==> src/rtl/fib_capture.sv <==
// Fibonacci-stage capture block: samples a sequence value, queues each change in a
// small FIFO and exposes it over a Wishbone slave with DATA/STATUS/CTRL registers.
module fib_capture #(
    parameter int          WIDTH     = 30,
    parameter int          DEPTH     = 4,
    parameter logic [31:0] BASE_ADDR = 32'h3000_0100
) (
    input  logic             wb_clk_i,
    input  logic             wb_rst_ni,
    input  logic [WIDTH-1:0] value,
    input  logic             wbs_stb_i,
    input  logic             wbs_cyc_i,
    input  logic             wbs_we_i,
    input  logic [3:0]       wbs_sel_i,
    input  logic [31:0]      wbs_adr_i,
    input  logic [31:0]      wbs_dat_i,
    output logic             wbs_ack_o,
    output logic [31:0]      wbs_dat_o,
    output logic             irq
);

    localparam int PW = (DEPTH > 1) ? $clog2(DEPTH) : 1;
    localparam int CW = PW + 1;

    logic [WIDTH-1:0] r_s1;
    logic [WIDTH-1:0] r_s2;
    logic [WIDTH-1:0] r_last;
    logic [WIDTH-1:0] r_mem [DEPTH];
    logic [PW-1:0]    r_wptr;
    logic [PW-1:0]    r_rptr;
    logic [CW-1:0]    r_count;
    logic             r_ovf;
    logic             r_en;
    logic             r_ie;
    logic             r_ack;
    logic             r_pop_pend;
    logic             r_irq;
    logic [31:0]      r_dat;

    logic        w_sel;
    logic        w_req;
    logic        w_wr;
    logic        w_rd;
    logic [1:0]  w_idx;
    logic        w_empty;
    logic        w_full;
    logic        w_chg;
    logic        w_pop;
    logic        w_push;
    logic        w_ovf_set;
    logic [31:0] w_rdata;
    logic        w_unused;

    assign w_sel   = (wbs_adr_i[31:4] == BASE_ADDR[31:4]);
    assign w_req   = wbs_cyc_i & wbs_stb_i & w_sel & ~r_ack;
    assign w_wr    = w_req & wbs_we_i;
    assign w_rd    = w_req & ~wbs_we_i;
    assign w_idx   = wbs_adr_i[3:2];
    assign w_empty = (r_count == '0);
    assign w_full  = (r_count == CW'(DEPTH));

    // A pop in the ack cycle frees the slot a simultaneous push needs, so a full FIFO still accepts it.
    assign w_chg     = r_en & (r_s2 != r_last);
    assign w_pop     = r_ack & r_pop_pend;
    assign w_push    = w_chg & (~w_full | w_pop);
    assign w_ovf_set = w_chg & w_full & ~w_pop;

    assign w_unused = &{1'b0, wbs_sel_i, wbs_adr_i[1:0], wbs_dat_i[31:2]};

    always_comb begin
        w_rdata = '0;
        case (w_idx)
            2'd0: begin
                if (!w_empty) w_rdata[WIDTH-1:0] = r_mem[r_rptr];
            end
            2'd1: begin
                w_rdata[CW-1:0] = r_count;
                w_rdata[8]      = w_empty;
                w_rdata[9]      = w_full;
                w_rdata[10]     = r_ovf;
            end
            2'd2:    w_rdata[1:0] = {r_ie, r_en};
            default: w_rdata = '0;
        endcase
    end

    // last_val follows s2 every cycle: equal to loading on change when enabled, tracking when not.
    always_ff @(posedge wb_clk_i or negedge wb_rst_ni) begin
        if (!wb_rst_ni) begin
            r_s1   <= '0;
            r_s2   <= '0;
            r_last <= '0;
        end else begin
            r_s1   <= value;
            r_s2   <= r_s1;
            r_last <= r_s2;
        end
    end

    always_ff @(posedge wb_clk_i) begin
        if (w_push) r_mem[r_wptr] <= r_s2;
    end

    always_ff @(posedge wb_clk_i or negedge wb_rst_ni) begin
        if (!wb_rst_ni) begin
            r_wptr  <= '0;
            r_rptr  <= '0;
            r_count <= '0;
            r_ovf   <= 1'b0;
        end else begin
            if (w_push) r_wptr <= r_wptr + PW'(1);
            if (w_pop)  r_rptr <= r_rptr + PW'(1);
            case ({w_push, w_pop})
                2'b10:   r_count <= r_count + CW'(1);
                2'b01:   r_count <= r_count - CW'(1);
                default: r_count <= r_count;
            endcase
            if (w_ovf_set)                 r_ovf <= 1'b1;
            else if (w_wr && w_idx == 2'd1) r_ovf <= 1'b0;
        end
    end

    // Read data and the pop decision are captured at request time; the pop itself lands in the ack cycle.
    always_ff @(posedge wb_clk_i or negedge wb_rst_ni) begin
        if (!wb_rst_ni) begin
            r_ack      <= 1'b0;
            r_dat      <= '0;
            r_pop_pend <= 1'b0;
            r_en       <= 1'b0;
            r_ie       <= 1'b0;
            r_irq      <= 1'b0;
        end else begin
            r_ack      <= w_req;
            r_dat      <= w_req ? w_rdata : 32'd0;
            r_pop_pend <= w_rd & (w_idx == 2'd0) & ~w_empty;
            if (w_wr && w_idx == 2'd2) begin
                r_en <= wbs_dat_i[0];
                r_ie <= wbs_dat_i[1];
            end
            r_irq <= r_ie & (~w_empty | r_ovf);
        end
    end

    assign wbs_ack_o = r_ack;
    assign wbs_dat_o = r_dat;
    assign irq       = r_irq;

endmodule

==> config.mk <==
export PLATFORM = sky130hd
export DESIGN_NAME = fib_capture
export DESIGN_NICKNAME = d
export VERILOG_FILES = /design/src/rtl/fib_capture.sv
export SDC_FILE = /design/constraint.sdc
export NUM_CORES = 1
export LEC_CHECK = 0
export ABC_AREA = 1
export BUFFER_PORTS_ARGS = -buffer_cell sky130_fd_sc_hd__buf_4
export CORE_AREA = 2 2 133 135
export DETAILED_ROUTE_END_ITERATION = 8
export DIE_AREA = 0 0 135 137
export MAX_ROUTING_LAYER = met4
export PLACE_DENSITY = 0.85
export SYNTH_ARGS = -nofsm -noshare
export SYNTH_HDL_FRONTEND = slang
export SYNTH_SLANG_ARGS = --single-unit
export TNS_END_PERCENT = 10
==> constraint.sdc <==
create_clock -name wb_clk_i -period 3.65 [get_ports wb_clk_i]
set_input_delay 1.095 -clock wb_clk_i [delete_from_list [all_inputs] [get_ports wb_clk_i]]
set_output_delay 1.095 -clock wb_clk_i [all_outputs]
set_load 0.01 [all_outputs]
==> reports/results.ini <==
[outcome]
status = finished, final reports clean

[timing]
rsz0062_at_grt = false
hold_viol = 0
fin_ws_ns = 1.24
fmax_mhz = 414
min_period_ns = 2.41
tns_ns = 0
clock_skew_ns = 0.00923
min_period_over_period_pct = 66.1
slew_violations = 0
worst_slew_pin_slew_ns = 0.976
maxSlewHeadroom_pct = 34.8
setup_viol = 0

[worst_setup_path]
arrival_ns = 2.82
cp-end-kind = register
crit_path_start_kind = input port
cp_data_required_time_ns = 4.05
critPathKind = in2reg
path_max_fanout = 25

[clocking]
cts_hold_buf = 0
clk-insertion-delay-late_ns = 0.52
htree_levels = 1
postCtsSetupBuffers = 0
clock-sinks = 253
ctsResizeCount = 0
path_clk_slew_ns = 0.06
cts_buffers = 25
tritoncts = done
cts_buffer_depth = 3
root_buffer = clkbuf_16

[drt]
dr.pass1.iters = 5
first_iter_violations = 501
drtAntennaViolNets = 0
wirelength_um = 18800
vias = 5921
routedWlPerCell_um = 16.6
drc_errors = 0
viasPerCell = 5.25

[logic_synthesis]
yosysTopAreaCellShare_pct = 38.5
yosysUniqueCellTypes = 36
synth_top_area_cell = edfxtp_1
synth_most_common_cell = nand2_1
synthFlopType = dfrtp_1
ys_warn_count = 0
yosys_register_bits = 253
synth_area_mm2 = 0.00936
synth_common_cells = nand2_1, dfrtp_1, edfxtp_1
synth_area_leaders = edfxtp_1, dfrtp_1, nand2_1
synthArstFlopShare_pct = 52.6
ys_seq_area_share_pct = 74.1
avgSynthCellArea_um2 = 12.2
synth_edf_count = 120
postSynthCellCount = 769

[floorplanning]
die_x_um = 135
dieArea_mm2 = 0.0185
top_level_ports = 137
start_util_pct = 54.9
row_count = 48
fp.dieH_um = 137
core-area_mm2 = 0.0171

[global_route]
grt_max_degree = 62
antenna_found_initial = 0
grt_overflow = 0
grt_pass1_wl_um = 30300
grt_usage_pct = 21.8
grt_pass1_vias = 6108

[pwr]
peakVddDrop_uv = 441
leakagePower_nw = 5.14
power-per-cell-area_mw_per_mm2 = 512

[finish]
fin_nets = 991
syn2layout_area_growth_pct = 19.2
antennaDiodeCount = 0
drive_above_1_share_pct = 19.4

[placement]
port_buffers = 98
post-place-ws_ns = 0.662
routabilityCongestion = 0.775
place_hpwl_um = 10800

[job]
cap_violations = 0

[worst_hold_path]
min_path_type = reg2reg

[final timing paths]
path / start / to / slack (ns) / cells past startpoint
max: wbs_adr_i[23] / wbs_dat_o[29] / 1.24 / 6
min: r_s1[14] / r_s2[14] / 0.34 / 0
max reg2reg: r_s2[24] / r_mem[3][0] / 1.31 / 12
min reg2reg: r_s1[14] / r_s2[14] / 0.34 / 0
max in group asynchronous: wb_rst_ni / r_rptr[0] / 2.38 / 2
min in group asynchronous: wb_rst_ni / r_s1[16] / 0.55 / 1
[layer usage]
metal	vias up	wire length, um	track usage (%)
met1	2885	7470	27.0
met3	46	1330	3.44
met5	-	0	-
li1	2752	-	-
met4	0	517	8.39
met2	238	9430	36.6
[kinds of logic (layout without fill, tap and decap cells)]
family	Yosys count	count (layout)	synth area share (%)
fa+ha+maj	5	5	0.749
simple gates	291	291	12.4
buf+inv	110	242	4.77
other cells	1	2	0.0401
xor+xnor	7	7	0.655
compound gates	102	102	7.29
flops	253	253	74.1
[state kept, by name, indices dropped and copies added, names as in the netlist]
register / cells
r_wptr: 2
r_ie: 1
r_last: 30
wbs_ack_o: 1
r_en: 1
irq: 1
r_s1: 30
r_pop_pend: 1
r_ovf: 1
r_mem: 120
r_count: 3
r_rptr: 2
wbs_dat_o: 30
r_s2: 30
[cells in the final DEF (no fill, tap or decap), types with 2 or more instances in the layout]
master / count
a211oi_1: 5
a211oi_2: 19
a21oi_1: 50
buf_4: 108
clkbuf_1: 9
clkbuf_16: 25
clkbuf_8: 3
clkinv_1: 2
clkinv_2: 4
conb_1: 2
dfrtp_1: 132
edfxtp_1: 120
ha_1: 4
inv_1: 84
nand2_1: 193
nand3_1: 10
nand4_1: 4
nor2_1: 67
nor2_2: 4
nor3_1: 2
nor4_1: 3
o21ai_0: 17
o21ai_1: 2
o22ai_1: 6
or2_1: 2
xnor2_1: 4
xor2_1: 3
[critical path: stages]
cell	delay, ns
buf_4	0.10
or2_0	0.21
nor4_1	0.32
and3_2	0.41
nand2_4	0.32
a211oi_1	0.34
[cell type report]
type,instances,area (um^2)
clock buffer,37,701
clock inverter,9,80.1
fill,1226,5900
timing repair buffer,110,842
inverter,86,323
multi-input combinational,407,1990
tap,225,282
sequential,253,6930
[per-stage QoR]
| stage | power (W) | hold WS [ns] | std cells | utilization [%] | instance area [um^2] |
|---|---|---|---|---|---|
| final | 0.00571 | 0.343 | 1127 | 65.4 | 11200 |
| after global routing | 0.00590 | 0.348 | 1127 | 65.4 | 11200 |
| after CTS | 0.00574 | 0.348 | 1127 | 65.4 | 11200 |
| after detailed placement | 0.00331 | 0.335 | 1081 | 60.8 | 10400 |
| after global placement | 0.00330 | 0.332 | 1081 | 60.8 | 10400 |
| after floorplan | 0.00319 | 0.331 | 770 | - | 9360 |
[power by group]
part	internal, W	leakage [nW]	switching, W	total (W)
Clock	0.00141	0.387	0.00104	0.00245
Combinational	0.0000762	2.03	0.0000909	0.000167
Sequential	0.00304	2.72	0.0000479	0.00309
No activity file was read; power rests on OpenSTA's default activity.
